## config.mk

```make
export PLATFORM = sky130hd
export DESIGN_NAME = osc_pulse_bank
export DESIGN_NICKNAME = d
export VERILOG_FILES = /design/src/rtl/osc_pulse_bank.sv
export SDC_FILE = /design/constraint.sdc
export NUM_CORES = 1
export LEC_CHECK = 0
export ABC_AREA = 0
export CAP_MARGIN = 20
export CELL_PAD_IN_SITES_DETAIL_PLACEMENT = 1
export CELL_PAD_IN_SITES_GLOBAL_PLACEMENT = 2
export CORE_AREA = 2 2 176 178
export CTS_CLUSTER_DIAMETER = 50
export DETAILED_ROUTE_END_ITERATION = 8
export DIE_AREA = 0 0 178 180
export PLACE_DENSITY = 0.81
export SLEW_MARGIN = 15
export SYNTH_ARGS = -nofsm -noshare
export SYNTH_HDL_FRONTEND = slang
export SYNTH_SLANG_ARGS = --single-unit
```

## constraint.sdc

```tcl
create_clock -name clk -period 9.31 [get_ports clk]
set_input_delay 2.793 -clock clk [delete_from_list [all_inputs] [get_ports clk]]
set_output_delay 2.793 -clock clk [all_outputs]
set_load 0.005 [all_outputs]
```

## src/rtl/osc_pulse_bank.sv

```systemverilog
// Bank of pulse oscillators mixed into one saturated sample per tick.
// Define OSC_PULSE_BANK_SYNC_EN to enable per-channel hard sync.
module osc_pulse_bank #(
    parameter int NUM_CH   = 4,
    parameter int PHASE_W  = 16,
    parameter int SAMPLE_W = 16
) (
    input  logic                         clk,
    input  logic                         rst,
    input  logic                         sample_tick,
    input  logic [NUM_CH-1:0]            en,
    input  logic [NUM_CH*PHASE_W-1:0]    frequency,
    input  logic [NUM_CH*PHASE_W-1:0]    pulse_width,
    input  logic [NUM_CH*SAMPLE_W-1:0]   volume,
    input  logic [NUM_CH-1:0]            sync_en,
    input  logic                         overrun_clr,
    output logic signed [SAMPLE_W-1:0]   out_sample,
    output logic                         out_valid,
    input  logic                         out_ready,
    output logic                         busy,
    output logic                         overrun
);

    localparam int IDX_W = (NUM_CH > 1) ? $clog2(NUM_CH) : 1;
    localparam int ACC_W = SAMPLE_W + $clog2(NUM_CH) + 1;
    localparam int EXT_W = ACC_W - SAMPLE_W + 1;

    localparam logic signed [SAMPLE_W-1:0] S_MAX =
        {1'b0, {(SAMPLE_W-1){1'b1}}};
    localparam logic signed [SAMPLE_W-1:0] S_MIN =
        {1'b1, {(SAMPLE_W-1){1'b0}}};
    localparam logic signed [ACC_W-1:0] A_MAX =
        {{EXT_W{1'b0}}, {(SAMPLE_W-1){1'b1}}};
    localparam logic signed [ACC_W-1:0] A_MIN =
        {{EXT_W{1'b1}}, {(SAMPLE_W-1){1'b0}}};
    localparam logic [IDX_W-1:0] LAST = IDX_W'(NUM_CH - 1);

    typedef enum logic [1:0] {
        IDLE,
        RUN,
        OUT
    } state_t;

    state_t                    state;
    logic [IDX_W-1:0]          idx;
    logic signed [ACC_W-1:0]   acc;
    logic [PHASE_W-1:0]        phase_q [NUM_CH];
    logic                      wrap_q  [NUM_CH];

    logic [PHASE_W-1:0]        freq_a  [NUM_CH];
    logic [PHASE_W-1:0]        pw_a    [NUM_CH];
    logic signed [SAMPLE_W-1:0] vol_a  [NUM_CH];

    logic [PHASE_W-1:0]        cur_freq;
    logic [PHASE_W-1:0]        cur_pw;
    logic signed [SAMPLE_W-1:0] cur_vol;
    logic                      cur_en;
    logic [PHASE_W:0]          sum;
    logic                      sync_hit;
    logic [PHASE_W-1:0]        new_phase;
    logic                      new_wrap;
    logic signed [SAMPLE_W-1:0] neg_vol;
    logic signed [SAMPLE_W-1:0] contrib;
    logic signed [ACC_W-1:0]   contrib_x;
    logic signed [ACC_W-1:0]   acc_next;
    logic signed [SAMPLE_W-1:0] sat_sum;
    logic                      drop;

    always_comb begin
        for (int c = 0; c < NUM_CH; c++) begin
            freq_a[c] = frequency[c*PHASE_W +: PHASE_W];
            pw_a[c]   = pulse_width[c*PHASE_W +: PHASE_W];
            vol_a[c]  = volume[c*SAMPLE_W +: SAMPLE_W];
        end
    end

`ifdef OSC_PULSE_BANK_SYNC_EN
    logic [IDX_W-1:0] prev;
    assign prev     = idx - 1'b1;
    // Previous channel ran one cycle earlier in this same pass.
    assign sync_hit = (idx != '0) && sync_en[idx] && wrap_q[prev];
`else
    logic unused_sync;
    assign unused_sync = ^sync_en;
    assign sync_hit    = 1'b0;
`endif

    always_comb begin
        cur_freq  = freq_a[idx];
        cur_pw    = pw_a[idx];
        cur_vol   = vol_a[idx];
        cur_en    = en[idx];
        sum       = {1'b0, phase_q[idx]} + {1'b0, cur_freq};
        new_wrap  = sum[PHASE_W];
        new_phase = sync_hit ? '0 : sum[PHASE_W-1:0];
        neg_vol   = (cur_vol == S_MIN) ? S_MAX : -cur_vol;
        if (!cur_en)
            contrib = '0;
        else if (new_phase < cur_pw)
            contrib = cur_vol;
        else
            contrib = neg_vol;
        contrib_x = contrib;
        acc_next  = acc + contrib_x;
        if (acc_next > A_MAX)
            sat_sum = S_MAX;
        else if (acc_next < A_MIN)
            sat_sum = S_MIN;
        else
            sat_sum = acc_next[SAMPLE_W-1:0];
    end

    assign drop = sample_tick && (busy || out_valid);

    always_ff @(posedge clk or posedge rst) begin
        if (rst) begin
            state      <= IDLE;
            idx        <= '0;
            acc        <= '0;
            out_sample <= '0;
            out_valid  <= 1'b0;
            busy       <= 1'b0;
            overrun    <= 1'b0;
            for (int c = 0; c < NUM_CH; c++) begin
                phase_q[c] <= '0;
                wrap_q[c]  <= 1'b0;
            end
        end else begin
            if (drop)
                overrun <= 1'b1;
            else if (overrun_clr)
                overrun <= 1'b0;

            unique case (state)
                IDLE: begin
                    if (sample_tick) begin
                        state <= RUN;
                        idx   <= '0;
                        acc   <= '0;
                        busy  <= 1'b1;
                    end
                end
                RUN: begin
                    phase_q[idx] <= cur_en ? new_phase : '0;
                    wrap_q[idx]  <= cur_en ? new_wrap : 1'b0;
                    acc          <= acc_next;
                    if (idx == LAST) begin
                        state      <= OUT;
                        busy       <= 1'b0;
                        out_valid  <= 1'b1;
                        out_sample <= sat_sum;
                    end else begin
                        idx <= idx + 1'b1;
                    end
                end
                OUT: begin
                    if (out_ready) begin
                        state     <= IDLE;
                        out_valid <= 1'b0;
                    end
                end
                default: state <= IDLE;
            endcase
        end
    end

endmodule

```

After elaboration in Yosys (flattened, before gate mapping). Index checks and enable logic that the tools add are counted.

Bits in registers: 106. Input bits: 205. Output and inout bits: 19. Word-level logic and storage cells: 83.

Add/subtract/negate cells: 4. Magnitude comparators: 6. Equality and inequality tests: 8. Multiplexer cells: 40. Bitwise operators: 1. Reductions and logical operators: 13.

Operators by type and width (count): $mux 16 (15); $bmux 16 s2 (4); $bwmux 64 (1); $pmux 19 s2 (1); $demux 16 s2 (1); $add 19x16->19 (1); $gt 19x16->1 const B (1); $lt 19x16->1 const B (1); $mux 19 (1); $add 16x16->16 (1); $eq 16x16->1 const B (1); $lt 16x16->1 (1); $neg 16->16 (1); $reduce_and 3->1 (4); $mux 2 (5); $ne 2x2->1 const B (4); $mux 1 (7); $pmux 2 s3 (1); $reduce_bool 2->1 (3); $eq 2x2->1 const B (2); $pmux 1 s2 (2); $pmux 2 s2 (1); $reduce_and 2->1 (2); $ge 3x3->1 const B (1); other kinds (9) (10).

Longest topological paths before layout. Gate-level depths: netlist of the first run.

Depth in word-level cells: 12. Gate-level depth with buffers: 40. Gate-level depth less buffers: 33.

Worst setup path before layout of the first run. OpenSTA, ideal clock, no wires.

Kind: input-to-reg. Start point: in frequency[48]. End point: reg out_sample[10]. Arrival: 9714 ps. Required time: 9169 ps. Setup slack: -545 ps. Stages on the path: 29. Path buffers: 2. Cells stage by stage: mux4_2 -> ha_1 -> fa_1 -> a21o_1 -> a21oi_1 -> o21bai_1 -> a21oi_1 -> o211ai_1 -> a31o_2 -> a21oi_1 -> xnor2_1 -> ha_1 -> a21o_1 -> a21o_1 -> a211oi_1 -> nand2_1 -> and2_1 -> clkbuf_1 -> a311oi_1 -> ha_1 -> a2111oi_0 -> a21boi_1 -> or4_1 -> and4_1 -> or3_1 -> or3_1 -> nand2_2 -> buf_6 -> a31oi_1.

Cells in the longest elaborated chain, start to end: 11.

RTL lines: start, declared (line 12) `input logic [NUM_CH*PHASE_W-1:0] frequency,`; $bmux 16 s2 (*) (line 89) `cur_freq = freq_a[idx];`; $mux 16 (implied by the code) (*) (2 in a row) (line 89); $add 16x16->16 (*) (line 93) `sum = {1'b0, phase_q[idx]} + {1'b0, cur_freq};`; $lt 16x16->1 (*) (line 99) `else if (new_phase < cur_pw)`; $mux 16 (*) (line 99); $mux 16 (*) (line 97) `if (!cur_en)`; $add 19x16->19 (*) (line 104) `acc_next = acc + contrib_x;`; $lt 19x16->1 (line 107) `else if (acc_next < A_MIN)`; $mux 16 (line 107); $mux 16 (*) (line 105) `if (acc_next > A_MAX)`; end signal, assigned (line 151) `out_sample <= sat_sum;`; end, declared (line 17) `output logic signed [SAMPLE_W-1:0] out_sample,`.

Every way passes the cells marked *; elsewhere a longest branch is shown, timed or not. The select of a mux whose other input is x is not followed. A chain may end at the register's enable or synchronous reset.

Worst setup path in the final report of the first run.
Start point: in frequency[49]. End point: reg out_sample[7].

Same word-level chain as after synthesis.

==> results of run 1 <==
[final cells by class]
type | instances | area (µm²) | area share
diodes | 2 | 5.005 | 0.0003965
clock buffers | 9 | 225.2 | 0.01784
clock inverters | 7 | 85.08 | 0.006741
inverters | 42 | 160.2 | 0.01269
multi-input cells | 629 | 5505 | 0.4362
flip-flops and latches | 106 | 2660 | 0.2107
well taps | 396 | 495.5 | 0.03925
repair buffers | 372 | 3486 | 0.2762
[repair_timing]
item / in CTS / in global routing
resized for setup: 34 / 71
gates cloned: 1 / 1
pin swaps: 35 / 59
endpoints found under the setup margin: 22 / 20
hold endpoints to repair: 0 / 0
setup buffers: 13 / 8
[synth_stat cells, types with 3 or more instances]
master	instances	area [µm²]
nand2_1	120	450.4
dfrtp_1	106	2653
o21ai_0	86	430.4
mux4_2	62	1396
ha_1	53	663.1
nor2_1	44	165.2
a21oi_1	43	215.2
inv_1	42	157.7
clkbuf_1	34	127.6
xnor2_1	27	236.5
a31oi_1	17	106.4
a22o_1	16	140.1
nor3_1	13	65.06
nand2b_1	11	68.82
nand3_1	11	55.05
a21o_1	9	67.56
or3_1	8	50.05
a311oi_1	7	61.31
o31ai_1	7	52.55
nor2b_1	6	37.54
a211oi_1	5	37.54
o21bai_1	5	37.54
buf_1	4	15.01
nand4_1	4	25.02
o211ai_1	4	30.03
o21a_1	4	30.03
o21ai_1	4	20.02
or2_2	4	25.02
xor2_1	4	35.03
a21boi_1	3	22.52
and2_1	3	18.77
buf_6	3	33.78
o22ai_1	3	18.77
[kinds of logic (layout without fill, tap and decap cells)]
group                      count (synthesis)  count (layout)
and+or+nand+nor                          242             242
AOI/OAI and AO/OA                        233             233
DFF                                      106             106
buffers and inverters                     84             430
muxes                                     67              67
adders and majority gates                 55              55
xor gates and xnor gates                  32              32
other                                      0               2
[cell usage in the layout, fill, tap and decap left out, types with 5 or more instances in the layout]
cell type and count:
clkbuf_16 10, nor3_1 11, o31ai_1 6, a21oi_1 30, o21ai_1 6, or3_1 7
xnor2_1 24, nand2b_1 10, a21o_1 9, nand3_1 10, mux4_2 62, a31oi_1 16
buf_6 8, buf_4 139, dfrtp_1 104, dlymetal6s2s_1 12, a21oi_2 11, nor2_1 41
nand2_2 7, o21bai_1 5, nor2b_1 5, ha_1 45, nand2_1 110, ha_4 7
a22o_1 16, clkdlybuf4s50_1 203, o21ai_0 83, inv_1 40
[how the worst max path moves through the flow]
stage	endpoint	cells past startpoint
floorplan	out_sample[10]$_DFFE_PP0P_	30
global placement	out_sample[10]$_DFFE_PP0P_	34
detailed placement	out_sample[8]$_DFFE_PP0P_	35
CTS	out_sample[8]$_DFFE_PP0P_	34
global route	out_sample[2]$_DFFE_PP0P_	36
finish	out_sample[7]$_DFFE_PP0P_	37
[stage by stage]
| step | TNS [ns] | utilization | area, µm² |
|---|---|---|---|
| after floorplan | 0 | - | 8123 |
| after global placement | -21.23 | 0.3848 | 11620 |
| after detailed placement | -22.88 | 0.3848 | 11620 |
| after CTS | -6.097 | 0.4038 | 12190 |
| after global routing | -5.632 | 0.4180 | 12620 |
| final | -2.822 | 0.4181 | 12620 |
[worst min-delay path: stages (launching register included)]
cell and delay (ns):
dfrtp_1 0.34, nand2_1 0.05, o21ai_0 0.06
[layer usage]
layer,vias up,part of all wire
met5,-,0
met4,0,0.0071
met3,18,0.061
met2,226,0.51
met1,3921,0.42
li1,3733,-
[sequential cells by signal, summed over array words and instances (netlist names)]
register	count
acc	19
busy	1
idx	2
out_sample	16
out_valid	1
overrun	1
phase_q	64
state	2
==> metrics.csv, run 1 <==
stage;metric;value;unit
run_status;status;complete, but fails checks;
run_status;violations;setup timing;
min_path;hold_start;phase_q[6]$_DFFE_PP0P_;
synth;synth_top_family_by_area;compound AO/OA/AOI/OAI gates;
min_path;hold_path.class;reg -> reg;
synth;netlist_instances;819;
synth;async_flop_share;1.000;
global_routing;grt_first_pass_wirelength;45200;µm
synth;syn-num-nets;1079;
critical_path;regToRegSetupSlack;1.49;ns
placed_design;place_ws;-1.270;ns
critical_path;crit_required;9.54;ns
floorplanning;floorplan.core_area;30190;µm²
global_routing;grt_start_max_net_pins;67;
synth;synthAdderAreaFrac;0.08721;
synth;synth_seq_area_share;0.3290;
placed_design;dpl.cell_count;1519;
synth;avgSynthCellArea;9.845;µm²
clocking;cts_tree;yes;
synth;synth_xor_area_frac;0.03569;
drt;via_per_inst;5.053;
global_routing;grt_use_met1;0.2191;
critical_path;r2r-end;out_sample[7]$_DFFE_PP0P_;
critical_path;crit_start;frequency[49];
critical_path;r2r_cells;36;
global_routing;grt-ovfl-total;0;
timing;tightest_slew;1.006;ns
layout;stdcell_count;1563;
synth;synth_compound_area_frac;0.1827;
clocking;cts_buffers;9;
global_routing;grt_util_all_layers;0.1771;
drt;wl_per_cell;18.73;µm
drt;ant_nets;0;
timing;finalClockSkew;0.01316;ns
placed_design;place.port_buffers;219;
critical_path;slowest_stage;or4_4;
critical_path;cp.arrival;9.75;ns
critical_path;crit_type;in -> reg;
timing;relSlewSlack;0.3293;
floorplanning;die_w;178;µm
drt;dr.pass1.iters;4;
floorplanning;initial_core_util;0.2671;
drt;wl;29270;µm
layout;area_growth;56.55;%
placed_design;gp_congestion;0.7984;
min_path;holdPathStages;2;
drt;dr_total_vias;7898;
synth;synthFlopType;dfrtp_1;
layout;nNetsFinal;1420;
synth;synth_edf_count;0;
critical_path;cp_max_fo;7;
global_routing;met2_usage;0.3250;
clocking;ctsHtreeMaxLevel;3;
synth;synth_area;8063;µm²
critical_path;crit_buf_inv;7;
global_routing;grt_pass1_vias;8725;
synth;muxShareOfSynthArea;0.1820;
timing;hold_viol;0;
timing;report.final.setup_viol;15;
timing;layout_min_cycle_time;9.519;ns
placed_design;dp_hpwl;21770;µm
synth;ys_ff_latch;106;
job;cap_violations;0;
clocking;clkLatencyLatePin;0.36;ns
timing;max_freq;105.0;MHz
min_path;min_to;phase_q[6]$_DFFE_PP0P_;
clocking;hold_buffers;0;
synth;synth_warnings;0;
synth;synthSimpleGateAreaFrac;0.1414;
drt;post-route-drc-count;0;
critical_path;max_stage_delay;0.53;ns
layout;drive_gt1_frac;0.2764;
timing;finalCritPeriodShare;1.022;
critical_path;cp_top_family;compound AO/OA/AOI/OAI gates;
global_routing;met3_usage;0.02876;
critical_path;reg2reg_from;idx[1]$_DFFE_PP0P_;
floorplanning;die_h;180;µm
critical_path;crit_path_start_kind;input port;
timing;holdWs;0.4842;ns
timing;setup_slack;-0.2095;ns
drt;drt_iter0_drc;268;
floorplanning;dieArea;32040;µm²
floorplanning;rows;64;
global_routing;top_usage_layer;met2;
synth;yosysUniqueCellTypes;68;
clocking;clock_sinks;106;
clocking;clock-root-buffer;clkbuf_16;
clocking;clkTransAtPathRegs;0.08;ns
clocking;cts.path.max_buffers;2;
critical_path;end_kind;flip-flop;
global_routing;antenna_found_initial;2;
layout;fill_cells;3441;
timing;slew_viol_final;0;
floorplanning;pin_count;224;
timing;rsz0062_at_grt;true;
Power of run 1 is left out: the tool's default activity adds up to more than one toggle a clock period on the data nets, which glitch-free logic cannot reach.
==> run 2: changes to the inputs <==
Settings changed: GPL_TIMING_DRIVEN set to 0.
==> metrics.csv, run 2 (synthesis results as in run 1) <==
stage;metric;value;unit
drt;ant_nets;0;
layout;largest-register;phase_q;
critical_path;crit_required;9.53;ns
clocking;clkTransAtPathRegs;0.08;ns
layout;top_regs;phase_q (64), acc (19), out_sample (16);
layout;largest_register_ffs;64;
layout;final_common_cell;clkdlybuf4s50_1;
layout;multi_input_area;5672;µm²
placed_design;gp_congestion;0.7929;
layout;area_growth;49.15;%
timing;finalClockSkew;0.01293;ns
placed_design;place.port_buffers;219;
drt;wl;30000;µm
clocking;clkLatencyLatePin;0.36;ns
clocking;cts.path.max_buffers;2;
clocking;hold_buffers;0;
floorplanning;dieArea;32040;µm²
placed_design;placedInstanceArea;10840;µm²
timing;finalCritPeriodShare;1.028;
clocking;clock-root-buffer;clkbuf_16;
layout;stdcell_area;12030;µm²
critical_path;max_stage_delay;0.55;ns
layout;nNetsFinal;1355;
global_routing;grt_start_max_net_pins;81;
floorplanning;pin_count;224;
drt;via_per_inst;5.108;
layout;final-seq-area;2653;µm²
critical_path;cp.arrival;9.79;ns
clocking;ctsHtreeMaxLevel;3;
clocking;cts_buffers;9;
run_status;status;complete, but fails checks;
global_routing;grt-ovfl-total;0;
global_routing;grt_pass1_vias;8561;
global_routing;antenna_found_initial;0;
critical_path;cp_max_fo;9;
min_path;hold_path.class;reg -> reg;
layout;diodes;0;
timing;max_freq;104.5;MHz
clocking;cts_tree;yes;
timing;layout_min_cycle_time;9.572;ns
floorplanning;initial_core_util;0.2671;
layout;fill_cells;3400;
layout;utilization;0.3983;
critical_path;cpMostUsedCell;buf_4;
timing;hold_viol;0;
clocking;clock_sinks;106;
critical_path;slowest_stage;o41ai_4;
floorplanning;floorplan.core_area;30190;µm²
global_routing;grt_first_pass_wirelength;46670;µm
timing;slew_viol_final;0;
timing;rsz0062_at_grt;true;
drt;post-route-drc-count;0;
critical_path;crit_type;in -> reg;
drt;wl_per_cell;20.05;µm
job;cap_violations;0;
run_status;violations;setup timing;
timing;relSlewSlack;0.4199;
timing;holdWs;0.4810;ns
critical_path;end_kind;flip-flop;
floorplanning;die_w;178;µm
global_routing;grt_util_all_layers;0.1862;
drt;drt_iter0_drc;330;
layout;drive_gt1_frac;0.2227;
critical_path;crit_path_start_kind;input port;
drt;dr.pass1.iters;4;
floorplanning;rows;64;
drt;dr_total_vias;7642;
placed_design;dp_hpwl;22490;µm
timing;tightest_slew;0.8701;ns
layout;final_cell_mix;200 x clkdlybuf4s50_1, 110 x nand2_1, 106 x dfrtp_1, 85 x o21ai_0, 62 x mux4_2;
timing;setup_slack;-0.2617;ns
floorplanning;die_h;180;µm
timing;report.final.setup_viol;15;
[run 2: cell count changes in the layout (fill, tap and decap cells not counted), moves of 6 or more]
| cell | delta |
|---|---|
| clkbuf_1 | +28 |
| buf_2 | +6 |
| dlygate4sd2_1 | +9 |
| dlymetal6s2s_1 | -12 |
| buf_4 | -97 |
[run 2: what timing repair did]
item / CTS / global route
gates cloned: 2 / 0
setup endpoints to repair: 32 / 18
gates resized for setup: 132 / 22
setup buffers: 34 / 11
pin swaps: 70 / 47
[run 2: cell type report]
type,count,share of cell area
timing repair buffer,267,0.2128
sequential,106,0.2206
buffer,40,0.01717
multi-input combinational,629,0.4716
tap,396,0.04120
clock buffer,9,0.01873
clock inverter,7,0.004370
inverter,42,0.01353
[run 2: metrics by stage]
step | setup WS (ns) | cells | TNS [ns]
after floorplan | 0.005681 | 819 | 0
after global placement | -2.228 | 1434 | -47.11
after detailed placement | -2.269 | 1435 | -47.27
after CTS | -0.2326 | 1486 | -3.075
after global routing | -0.4676 | 1496 | -6.585
final | -0.2617 | 1496 | -3.182
[run 2: final timing paths]
kind	startpoint	to	slack, ns	depth (start not counted)
setup / recovery	frequency[48]	out_sample[8]$_DFFE_PP0P_	-0.26	34
hold / removal	phase_q[11]$_DFFE_PP0P_	phase_q[11]$_DFFE_PP0P_	0.48	2
setup reg to reg	idx[0]$_DFFE_PP0P_	out_sample[8]$_DFFE_PP0P_	0.01	36
hold reg to reg	phase_q[11]$_DFFE_PP0P_	phase_q[11]$_DFFE_PP0P_	0.48	2
max in group asynchronous	rst	overrun$_DFFE_PP0P_	5.85	3
min in group asynchronous	rst	phase_q[35]$_DFFE_PP0P_	2.76	2
[run 2: layer usage]
metal / vias to the layer above / share of wire / track usage
met5: - / 0 / 0
met4: 0 / 0.015 / 0.04295
met3: 23 / 0.063 / 0.03278
met2: 229 / 0.50 / 0.3352
met1: 3785 / 0.43 / 0.2290
li1: 3605 / - / -
[run 2: critical path, delay by kind of cell]
kind	cells	cell delay, ns
fa+ha+maj	4	1.12
xor+xnor	1	0.12
simple gates	9	1.85
buf+inv	10	1.09
compound gates	8	2.14
mux	2	0.64
Power of run 2 is left out for the same reason.
